`config.mk`:
```
export PLATFORM = sky130hd
export DESIGN_NAME = vga_pattern_gen
export DESIGN_NICKNAME = d
export VERILOG_FILES = /design/src/rtl/vga_pkg.sv /design/src/rtl/vga_sync_tracker.sv /design/src/rtl/vga_pattern_gen.sv
export SDC_FILE = /design/constraint.sdc
export NUM_CORES = 1
export LEC_CHECK = 0
export CAP_MARGIN = 5
export CORE_MARGIN = 8
export CORE_UTILIZATION = 66
export CTS_BUF_LIST = sky130_fd_sc_hd__clkbuf_4 sky130_fd_sc_hd__clkbuf_8
export CTS_CLUSTER_SIZE = 14
export DETAILED_ROUTE_END_ITERATION = 16
export DONT_BUFFER_PORTS = 1
export GPL_TIMING_DRIVEN = 0
export PLACE_DENSITY = 0.84
export SLEW_MARGIN = 30
export SYNTH_ARGS = -nofsm -noshare
export SYNTH_HDL_FRONTEND = slang
export SYNTH_SLANG_ARGS = --single-unit
```
`constraint.sdc`:
```
create_clock -name clk -period 4.3 [get_ports clk]
set_clock_uncertainty 0.1 [all_clocks]
set_input_delay 0 -clock clk [delete_from_list [all_inputs] [get_ports clk]]
set_output_delay 0 -clock clk [all_outputs]
set_load 0.005 [all_outputs]
```
`src/rtl/vga_pkg.sv`:
```
// Shared timing constants, mode/lock encodings and the colour-bar palette for
// the VGA pattern generator.
package vga_pkg;

  localparam int unsigned H_SYNC   = 96;
  localparam int unsigned H_BP     = 48;
  localparam int unsigned H_ACTIVE = 640;
  localparam int unsigned V_SYNC   = 2;
  localparam int unsigned V_BP     = 33;
  localparam int unsigned V_ACTIVE = 480;
  localparam int unsigned V_TOTAL  = 525;
  localparam int unsigned BOX      = 64;

  localparam int unsigned BAR_W = 80;
  localparam int unsigned CNT_W = 10;

  typedef logic [CNT_W-1:0] cnt_t;
  typedef logic [23:0]      rgb_t;

  typedef enum logic [1:0] {
    MODE_SOLID   = 2'd0,
    MODE_BARS    = 2'd1,
    MODE_CHECKER = 2'd2,
    MODE_BOX     = 2'd3
  } mode_e;

  typedef enum logic [1:0] {
    LK_SEARCH = 2'd0,
    LK_ONE    = 2'd1,
    LK_LOCKED = 2'd2
  } lock_e;

  localparam rgb_t C_WHITE   = 24'hFFFFFF;
  localparam rgb_t C_YELLOW  = 24'hFFFF00;
  localparam rgb_t C_CYAN    = 24'h00FFFF;
  localparam rgb_t C_GREEN   = 24'h00FF00;
  localparam rgb_t C_MAGENTA = 24'hFF00FF;
  localparam rgb_t C_RED     = 24'hFF0000;
  localparam rgb_t C_BLUE    = 24'h0000FF;
  localparam rgb_t C_BLACK   = 24'h000000;

  // Bar index by compare chain; avoids a divide-by-80 in the pixel path.
  function automatic rgb_t bar_colour(input cnt_t x);
    if      (x < cnt_t'(1 * BAR_W)) return C_WHITE;
    else if (x < cnt_t'(2 * BAR_W)) return C_YELLOW;
    else if (x < cnt_t'(3 * BAR_W)) return C_CYAN;
    else if (x < cnt_t'(4 * BAR_W)) return C_GREEN;
    else if (x < cnt_t'(5 * BAR_W)) return C_MAGENTA;
    else if (x < cnt_t'(6 * BAR_W)) return C_RED;
    else if (x < cnt_t'(7 * BAR_W)) return C_BLUE;
    else                            return C_BLACK;
  endfunction

endpackage

```
`src/rtl/vga_sync_tracker.sv`:
```
// Recovers pixel/line position from raw sync falling edges, counts frames and
// tracks whether consecutive frames have the expected line count.
module vga_sync_tracker #(
  parameter int unsigned V_TOTAL = vga_pkg::V_TOTAL
) (
  input  logic       clk,
  input  logic       rst_n,
  input  logic       hsync_in,
  input  logic       vsync_in,
  output logic [9:0] h_cnt,
  output logic [9:0] v_cnt,
  output logic       frame_start,
  output logic       locked
);
  import vga_pkg::*;

  localparam cnt_t CNT_MAX   = '1;
  localparam cnt_t LAST_LINE = cnt_t'(V_TOTAL - 1);

  logic        hs_prev, vs_prev;
  logic        hs_fall, vs_fall;
  logic [15:0] frame_cnt;
  lock_e       lock_state, lock_next;

  assign hs_fall     = hs_prev & ~hsync_in;
  assign vs_fall     = vs_prev & ~vsync_in;
  assign frame_start = vs_fall;
  assign locked      = (lock_state == LK_LOCKED);

  // NOTE: non-blocking assignments so every register here samples pre-edge values.
  always_ff @(posedge clk or negedge rst_n) begin
    if (!rst_n) begin
      hs_prev    <= 1'b1;
      vs_prev    <= 1'b1;
      h_cnt      <= CNT_MAX;
      v_cnt      <= CNT_MAX;
      frame_cnt  <= '0;
      lock_state <= LK_SEARCH;
    end else begin
      hs_prev    <= hsync_in;
      vs_prev    <= vsync_in;
      lock_state <= lock_next;

      if (hs_fall)
        h_cnt <= '0;
      else if (h_cnt != CNT_MAX)
        h_cnt <= h_cnt + 1'b1;

      // A frame start also resets the line count, winning over the hsync edge.
      if (vs_fall) begin
        v_cnt     <= '0;
        frame_cnt <= frame_cnt + 1'b1;
      end else if (hs_fall && v_cnt != CNT_MAX) begin
        v_cnt <= v_cnt + 1'b1;
      end
    end
  end

  always_comb begin
    // NOTE: default first so no path leaves lock_next unassigned and infers a latch.
    lock_next = lock_state;
    if (vs_fall) begin
      if (v_cnt != LAST_LINE) begin
        lock_next = LK_SEARCH;
      end else begin
        case (lock_state)
          LK_SEARCH: lock_next = LK_ONE;
          default:   lock_next = LK_LOCKED;
        endcase
      end
    end
  end

endmodule

```
`src/rtl/vga_pattern_gen.sv`:
```
// Test-pattern generator driven by raw VGA syncs: position recovery, pattern
// selection, and a registered output stage aligned with delayed syncs.
module vga_pattern_gen #(
  parameter int unsigned H_SYNC   = vga_pkg::H_SYNC,
  parameter int unsigned H_BP     = vga_pkg::H_BP,
  parameter int unsigned H_ACTIVE = vga_pkg::H_ACTIVE,
  parameter int unsigned V_SYNC   = vga_pkg::V_SYNC,
  parameter int unsigned V_BP     = vga_pkg::V_BP,
  parameter int unsigned V_ACTIVE = vga_pkg::V_ACTIVE,
  parameter int unsigned V_TOTAL  = vga_pkg::V_TOTAL,
  parameter int unsigned BOX      = vga_pkg::BOX
) (
  input  logic        clk,
  input  logic        rst_n,
  input  logic        hsync_in,
  input  logic        vsync_in,
  input  logic [1:0]  mode,
  input  logic [23:0] solid_rgb,
  output logic        hsync_out,
  output logic        vsync_out,
  output logic        de,
  output logic [9:0]  x_val,
  output logic [9:0]  y_val,
  output logic [7:0]  red,
  output logic [7:0]  green,
  output logic [7:0]  blue,
  output logic        locked
);
  import vga_pkg::*;

  localparam cnt_t        H_START = cnt_t'(H_SYNC + H_BP);
  localparam cnt_t        H_END   = cnt_t'(H_SYNC + H_BP + H_ACTIVE);
  localparam cnt_t        V_START = cnt_t'(V_SYNC + V_BP);
  localparam cnt_t        V_END   = cnt_t'(V_SYNC + V_BP + V_ACTIVE);
  localparam cnt_t        BX_MAX  = cnt_t'(H_ACTIVE - BOX);
  localparam cnt_t        BY_MAX  = cnt_t'(V_ACTIVE - BOX);
  localparam logic [10:0] BOX_W   = 11'(BOX);

  cnt_t  h_cnt, v_cnt;
  logic  frame_start, trk_locked;
  logic  hs_d1, vs_d1;
  mode_e mode_q;
  rgb_t  solid_q;
  cnt_t  box_x, box_y;

  logic  active, in_box;
  cnt_t  x_c, y_c;
  rgb_t  pix;

  vga_sync_tracker #(
    .V_TOTAL (V_TOTAL)
  ) u_tracker (
    .clk         (clk),
    .rst_n       (rst_n),
    .hsync_in    (hsync_in),
    .vsync_in    (vsync_in),
    .h_cnt       (h_cnt),
    .v_cnt       (v_cnt),
    .frame_start (frame_start),
    .locked      (trk_locked)
  );

  // Sync delay and per-frame settings; mode/colour only change at frame start.
  always_ff @(posedge clk or negedge rst_n) begin
    if (!rst_n) begin
      hs_d1     <= 1'b1;
      vs_d1     <= 1'b1;
      hsync_out <= 1'b1;
      vsync_out <= 1'b1;
      mode_q    <= MODE_SOLID;
      solid_q   <= '0;
      box_x     <= '0;
      box_y     <= '0;
    end else begin
      hs_d1     <= hsync_in;
      vs_d1     <= vsync_in;
      hsync_out <= hs_d1;
      vsync_out <= vs_d1;
      if (frame_start) begin
        mode_q  <= mode_e'(mode);
        solid_q <= solid_rgb;
        box_x   <= (box_x == BX_MAX) ? '0 : box_x + 1'b1;
        box_y   <= (box_y == BY_MAX) ? '0 : box_y + 1'b1;
      end
    end
  end

  always_comb begin
    active = (h_cnt >= H_START) && (h_cnt < H_END) &&
             (v_cnt >= V_START) && (v_cnt < V_END);
    x_c    = h_cnt - H_START;
    y_c    = v_cnt - V_START;
    in_box = ({1'b0, x_c} >= {1'b0, box_x}) && ({1'b0, x_c} < {1'b0, box_x} + BOX_W) &&
             ({1'b0, y_c} >= {1'b0, box_y}) && ({1'b0, y_c} < {1'b0, box_y} + BOX_W);
    case (mode_q)
      MODE_SOLID:   pix = solid_q;
      MODE_BARS:    pix = bar_colour(x_c);
      MODE_CHECKER: pix = (x_c[5] ^ y_c[5]) ? C_WHITE : C_BLACK;
      default:      pix = in_box ? C_WHITE : C_BLUE;
    endcase
  end

  // Output stage: everything blanks to zero outside the active window.
  always_ff @(posedge clk or negedge rst_n) begin
    if (!rst_n) begin
      de                 <= 1'b0;
      x_val              <= '0;
      y_val              <= '0;
      {red, green, blue} <= '0;
      locked             <= 1'b0;
    end else begin
      de                 <= active;
      x_val              <= active ? x_c : '0;
      y_val              <= active ? y_c : '0;
      {red, green, blue} <= active ? pix : '0;
      locked             <= trk_locked;
    end
  end

endmodule

```
==> results of run 1 <==
[per-stage QoR]
| stage | util | hold WS, ns |
|---|---|---|
| 2_1_floorplan | - | -0.396 |
| 4_1_cts | 0.776 | 0.0231 |
| 3_5_place_dp | 0.694 | -0.391 |
| 3_3_place_gp | 0.694 | -0.391 |
| 5_1_grt | 0.777 | 0.0221 |
| 6_report | 0.777 | 0.0444 |
[power by group]
group / switching (mW) / internal [mW]
clock: 0.461 / 0.660
combinational: 0.315 / 0.210
sequential: 0.102 / 1.21
total: 0.878 / 2.08
[kinds of logic (layout without fill, tap and decap cells)]
| logic type | Yosys count | in the layout | synth area share |
|---|---|---|---|
| fa+ha+maj | 41 | 41 | 0.0821 |
| compound gates | 125 | 125 | 0.138 |
| flops | 118 | 118 | 0.478 |
| simple gates | 260 | 260 | 0.197 |
| mux | 1 | 1 | 0.00160 |
| xor+xnor | 39 | 39 | 0.0581 |
| buf+inv | 67 | 129 | 0.0461 |
[layout make-up]
type / count / area, um^2 / share of cell area
Clock buffer: 20 / 263 / 0.0368
Tap cell: 111 / 139 / 0.0194
Buffer: 34 / 164 / 0.0229
Timing Repair Buffer: 30 / 318 / 0.0445
Sequential cell: 118 / 2980 / 0.417
Multi-Input combinational cell: 466 / 2980 / 0.417
Clock inverter: 12 / 176 / 0.0247
Inverter: 33 / 124 / 0.0173
[worst max-delay path by stage]
stage	start	end	slack, ns	cells after the start
2_1_floorplan	u_tracker.h_cnt[4]$_DFFE_PN1P_	red[5]$_DFF_PN0_	1.12	14
3_3_place_gp	u_tracker.h_cnt[4]$_DFFE_PN1P_	red[5]$_DFF_PN0_	0.72	14
3_5_place_dp	u_tracker.h_cnt[4]$_DFFE_PN1P_	green[3]$_DFF_PN0_	0.55	14
4_1_cts	u_tracker.h_cnt[4]$_DFFE_PN1P_	red[5]$_DFF_PN0_	0.51	14
5_1_grt	u_tracker.h_cnt[4]$_DFFE_PN1P_	red[6]$_DFF_PN0_	0.19	14
6_report	u_tracker.h_cnt[4]$_DFFE_PN1P_	green[4]$_DFF_PN0_	0.46	14
[cells in the final DEF (no fill, tap or decap), types with 4 or more instances in the layout]
cell type / Yosys / layout
nand4_1: 13 / 13
o21ai_0: 23 / 23
a21o_1: 6 / 6
nor2_1: 40 / 40
nor3_1: 17 / 17
nor2b_1: 7 / 7
xnor2_1: 30 / 30
and2_1: 12 / 12
or3_1: 7 / 7
clkbuf_1: 19 / 19
inv_1: 33 / 33
o211ai_1: 4 / 4
nand2b_1: 6 / 6
and4_1: 4 / 4
dfrtp_1: 94 / 94
buf_2: 11 / 11
a21oi_1: 43 / 43
nand2_1: 120 / 120
dfstp_2: 24 / 24
ha_1: 41 / 41
nand3_1: 15 / 15
dlygate4sd3_1: 0 / 29
a211oi_1: 13 / 13
xor2_1: 7 / 7
nor4_1: 5 / 4
bufinv_16: 0 / 4
clkbuf_8: 0 / 18
[flip-flops by register name, indices dropped and copies added (netlist names)]
register              cells
x_val                    10
u_tracker.hs_prev         1
red                       8
box_x                    10
de                        1
blue                      8
mode_q                    2
green                     8
y_val                    10
u_tracker.vs_prev         1
locked                    1
u_tracker.v_cnt          10
u_tracker.lock_state      2
vsync_out                 1
hsync_out                 1
box_y                    10
u_tracker.h_cnt          10
solid_q                  24
[per-layer routing]
layer,track usage,up-vias,part of all wire
met3,0.0612,25,0.056
met2,0.411,164,0.51
met4,0.0799,0,0.019
met1,0.290,2484,0.42
met5,0,-,0
li1,-,2339,-
[cells in the mapped netlist, drive strengths merged, types with 7 or more instances]
cell and n:
nor3 19, xor2 7, and2 12, nand3 15
clkbuf 19, nor2b 7, o21ai 24, nand2 121
a211oi 15, xnor2 31, ha 41, nand4 13
buf 15, nor2 41, dfstp 24, dfrtp 94
a21oi 44, inv 33, or3 8
[worst max-delay path, cell delays in order (launching register included)]
cell	delay, ns
dfstp_2	0.57
buf_2	0.22
inv_1	0.11
ha_1	0.20
buf_2	0.18
xnor2_1	0.52
inv_1	0.20
ha_1	0.34
nand2b_1	0.16
o21bai_1	0.12
o31a_1	0.21
o211ai_1	0.14
nor3_4	0.34
buf_4	0.23
nor3_1	0.06
[what timing repair did]
| item | CTS | global route |
|---|---|---|
| setup endpoints to repair | 0 | 0 |
| hold buffers | 30 | 0 |
| hold endpoints to repair | 159 | 0 |
==> flow_summary.json, run 1 <==
{
  "status": "complete, no violations",
  "drv_slew": 0,
  "io_buffer_count": 0,
  "rrSetupSlack_ns": 0.46,
  "worst_setup_path_start_kind": "flop",
  "dr_total_vias": 5012,
  "place_congestion": 0.847,
  "ios": 78,
  "cts_tree": "done",
  "hpwlAfterDp_mm": 10.2,
  "synth_edf_count": 0,
  "ant_nets": 0,
  "cts.sinks": 118,
  "relSlewSlack": 0.585,
  "crit_fanout": 10,
  "setup_slack_ns": 0.464,
  "rsz0062_at_grt": "false",
  "yosys_warnings": 0,
  "hold_class": "input port to flop",
  "postCtsResizedCells": 0,
  "power_mw": 2.96,
  "wirelength_mm": 15.0,
  "drc": 0,
  "vias_per_cell": 6.08,
  "grt_max_degree": 119,
  "grt_antenna_before_repair": 0,
  "timing.rr.end": "green[4]$_DFF_PN0_",
  "drt_iter0_drc": 385,
  "synth_area_leaders": "dfrtp_1 (38%), dfstp_2 (10%), ha_1 (8.2%)",
  "cellLeakagePower_nw": 3.18,
  "synth_ff_type": "dfrtp_1",
  "htreeDepth": 4,
  "yosysTopAreaCellShare": 0.377,
  "die_y_um": 113,
  "r2r_cells": 14,
  "ys_seq_area_frac": 0.478,
  "syn_to_final_growth_pct": 14.4,
  "postCtsSetupBuffers": 0,
  "syn-instance-count": 651,
  "clk_latency_ns": 0.44,
  "wl_per_cell_um": 18.2,
  "root_buffer": "clkbuf_8",
  "min_period_ns": 3.84,
  "dp_cells": 762,
  "die-area_um2": 12800,
  "grt_overflow_total": 0,
  "setup.worst_path.end_class": "flop",
  "drt_pass1_iterations": 5,
  "synth_top_area_cell": "dfrtp_1",
  "cellPowerDensity_nw_per_um2": 414,
  "grt_use_total": 0.240,
  "clk_pin_slew_ns": 0.08,
  "critPathKind": "flop to flop",
  "placed_area_um2": 6380,
  "diodes": 0,
  "fin_nets": 771,
  "holdPathEnd": "u_tracker.hs_prev$_DFF_PN1_",
  "worstPathRequired_ns": 4.51,
  "fin_cells": 824,
  "drive_gt1_frac": 0.125,
  "min_path_cells": 1,
  "synthesis.nets": 722,
  "final_area_um2": 7150,
  "min_from": "hsync_in",
  "worst_slew_pin_slew_ns": 0.618,
  "clockBufferDepth": 2,
  "dieWidth_um": 113,
  "r2r-start": "u_tracker.h_cnt[4]$_DFFE_PN1P_",
  "drv_cap": 0,
  "min_period_over_period": 0.892,
  "ys_ff_latch": 118,
  "syn_area_um2": 6240,
  "initial_core_util": 0.679,
  "synth_area_per_cell_um2": 9.59,
  "cts_buffers": 17,
  "arrival_ns": 4.04,
  "rows": 35,
  "first_global_vias": 5001,
  "final-hold-violation-count": 0,
  "fillers": 588,
  "max_freq_mhz": 261,
  "setup_tns_ns": 0,
  "synthDistinctLibCells": 64,
  "core_um2": 9200,
  "grt_pass1_wl_mm": 24.5,
  "async_flop_share": 1.00,
  "place_ws_ns": 0.548,
  "irDropWorstVdd_v": 0.000292,
  "setup_viol": 0
}
Note: power is estimated with default switching activity, not from simulation.
==> inputs of run 2 (changes only) <==
--- a/config.mk
+++ b/config.mk
@@ -12,7 +12,6 @@
 export CTS_CLUSTER_SIZE = 14
 export DETAILED_ROUTE_END_ITERATION = 16
 export DONT_BUFFER_PORTS = 1
-export GPL_TIMING_DRIVEN = 0
 export PLACE_DENSITY = 0.84
 export SLEW_MARGIN = 30
 export SYNTH_ARGS = -nofsm -noshare
==> constraint.sdc (replaced) <==
create_clock -name clk -period 4.3 [get_ports clk]
set_clock_uncertainty 0.1 [all_clocks]
set_input_delay 0.43 -clock clk [delete_from_list [all_inputs] [get_ports clk]]
set_output_delay 0.43 -clock clk [all_outputs]
set_load 0.005 [all_outputs]
==> flow_summary.json, run 2 (synthesis gave the netlist of run 1 again) <==
{
  "arrival_ns": 3.86,
  "power_mw": 2.92,
  "dieWidth_um": 113,
  "cp_slowest_cell": "dfstp_2",
  "postCtsResizedCells": 0,
  "drc": 0,
  "first_global_vias": 4937,
  "final_area_um2": 6950,
  "grt_antenna_before_repair": 0,
  "drv_cap": 0,
  "place_ws_ns": 0.742,
  "postCtsSetupBuffers": 0,
  "rrSetupSlack_ns": 0.64,
  "ant_nets": 0,
  "hpwlAfterDp_mm": 9.88,
  "relSlewSlack": 0.435,
  "cp_cell_sequence": "inv_1 -> ha_1 -> xnor2_1 -> inv_1 -> ha_1 -> nand2b_1 -> o21bai_1 -> o31a_1 -> o211ai_1 -> nor3_4 -> nor3_1",
  "die_y_um": 113,
  "setup_tns_ns": 0,
  "setup_slack_ns": 0.638,
  "setup.worst_path.end_class": "flop",
  "setup_viol": 0,
  "vias_per_cell": 6.16,
  "dp_cells": 731,
  "fin_cells": 788,
  "rows": 35,
  "place_congestion": 0.915,
  "drt_iter0_drc": 287,
  "worst_slew_pin_slew_ns": 0.840,
  "die-area_um2": 12800,
  "worstPathRequired_ns": 4.49,
  "fin_nets": 735,
  "dr_total_vias": 4855,
  "grt_pass1_wl_mm": 24.2,
  "htreeDepth": 4,
  "r2r-start": "u_tracker.h_cnt[4]$_DFFE_PN1P_",
  "min_path_cells": 2,
  "cts.sinks": 118,
  "crit_fanout": 16,
  "wirelength_mm": 14.7,
  "min_period_over_period": 0.852,
  "syn_to_final_growth_pct": 11.3,
  "critPathKind": "flop to flop",
  "drive_gt1_frac": 0.115,
  "largest_register_ffs": 24,
  "final_util": 0.756,
  "hold_ws_ns": 0.00917,
  "r2r_cells": 11,
  "hold_class": "input port to flop",
  "cts_hold_buf": 24,
  "timing.rr.end": "green[4]$_DFF_PN0_",
  "worst_setup_path_start_kind": "flop",
  "grt_overflow_total": 0,
  "drt_pass1_iterations": 7,
  "fillers": 603,
  "final-hold-violation-count": 0,
  "max_freq_mhz": 273,
  "wl_per_cell_um": 18.6,
  "diodes": 0,
  "holdPathEnd": "solid_q[7]$_DFFE_PN0P_",
  "clk_latency_ns": 0.45,
  "drv_slew": 0,
  "final_common_cell": "nand2_1",
  "cp_slowest_stage_delay_ns": 0.67,
  "clk_pin_slew_ns": 0.08,
  "rsz0062_at_grt": "false",
  "initial_core_util": 0.679,
  "clockBufferDepth": 2,
  "cellPowerDensity_nw_per_um2": 420,
  "min_period_ns": 3.66,
  "cellLeakagePower_nw": 3.08,
  "irDropWorstVdd_v": 0.000354,
  "largest-register": "solid_q",
  "status": "complete, no violations",
  "cts_buffers": 17,
  "grt_max_degree": 119,
  "cts_tree": "done",
  "layout_common_cells": "nand2_1 (120), dfrtp_1 (94), a21oi_1 (43), ha_1 (41), nor2_1 (40)",
  "min_from": "solid_rgb[7]",
  "io_buffer_count": 0,
  "core_um2": 9200,
  "root_buffer": "clkbuf_8",
  "placed_area_um2": 6250,
  "grt_use_total": 0.238,
  "ios": 78
}
==> run 2: changes by cell type in the layout (fill, tap and decap cells not counted), moves of 5 or more <==
cell	before	now
clkbuf_1	19	0
inv_6	1	7
dlygate4sd3_1	29	24
buf_2	11	0
==> run 2: how the worst max path moves through the flow <==
| stage | startpoint | endpoint |
|---|---|---|
| CTS | u_tracker.h_cnt[4]$_DFFE_PN1P_ | green[3]$_DFF_PN0_ |
| global route | u_tracker.v_cnt[0]$_DFFE_PN1P_ | red[5]$_DFF_PN0_ |
| floorplan | u_tracker.h_cnt[4]$_DFFE_PN1P_ | red[5]$_DFF_PN0_ |
| finish | u_tracker.h_cnt[4]$_DFFE_PN1P_ | green[4]$_DFF_PN0_ |
| global placement | u_tracker.v_cnt[0]$_DFFE_PN1P_ | green[0]$_DFF_PN0_ |
| detailed placement | u_tracker.h_cnt[4]$_DFFE_PN1P_ | green[3]$_DFF_PN0_ |
==> run 2: critical path: cells and delay by family, from the launching register on <==
kind,cells,cell delay [ns]
XOR/XNOR,1,0.51
AND/OR/NAND/NOR,3,0.84
buffers and inverters,2,0.28
flip-flops,1,0.67
adder cells (fa/ha/maj),2,0.65
AO/OA/AOI/OAI,3,0.44
==> run 2: report_power, final <==
group	internal (mW)	switching, mW	leakage [nW]
Sequential	1.21	0.116	1.49
Clock	0.588	0.497	0.217
Combinational	0.206	0.300	1.37
Total	2.01	0.913	3.08
==> run 2: cell type report <==
type                    instances  area, um^2  share of cell area
clock buffers                  17         234              0.0337
well taps                     111         139              0.0200
repair buffers                 28         290              0.0418
clock inverters                15         191              0.0275
multi-input cells             466        2990               0.430
inverters                      33         124              0.0178
flip-flops and latches        118        2980               0.429
==> run 2: metal layers <==
layer | wire (um) | share of wire | track usage
met1 | 6030 | 0.41 | 0.283
met2 | 7510 | 0.51 | 0.402
met4 | 386 | 0.026 | 0.112
met5 | 0 | 0 | 0
met3 | 743 | 0.051 | 0.0548
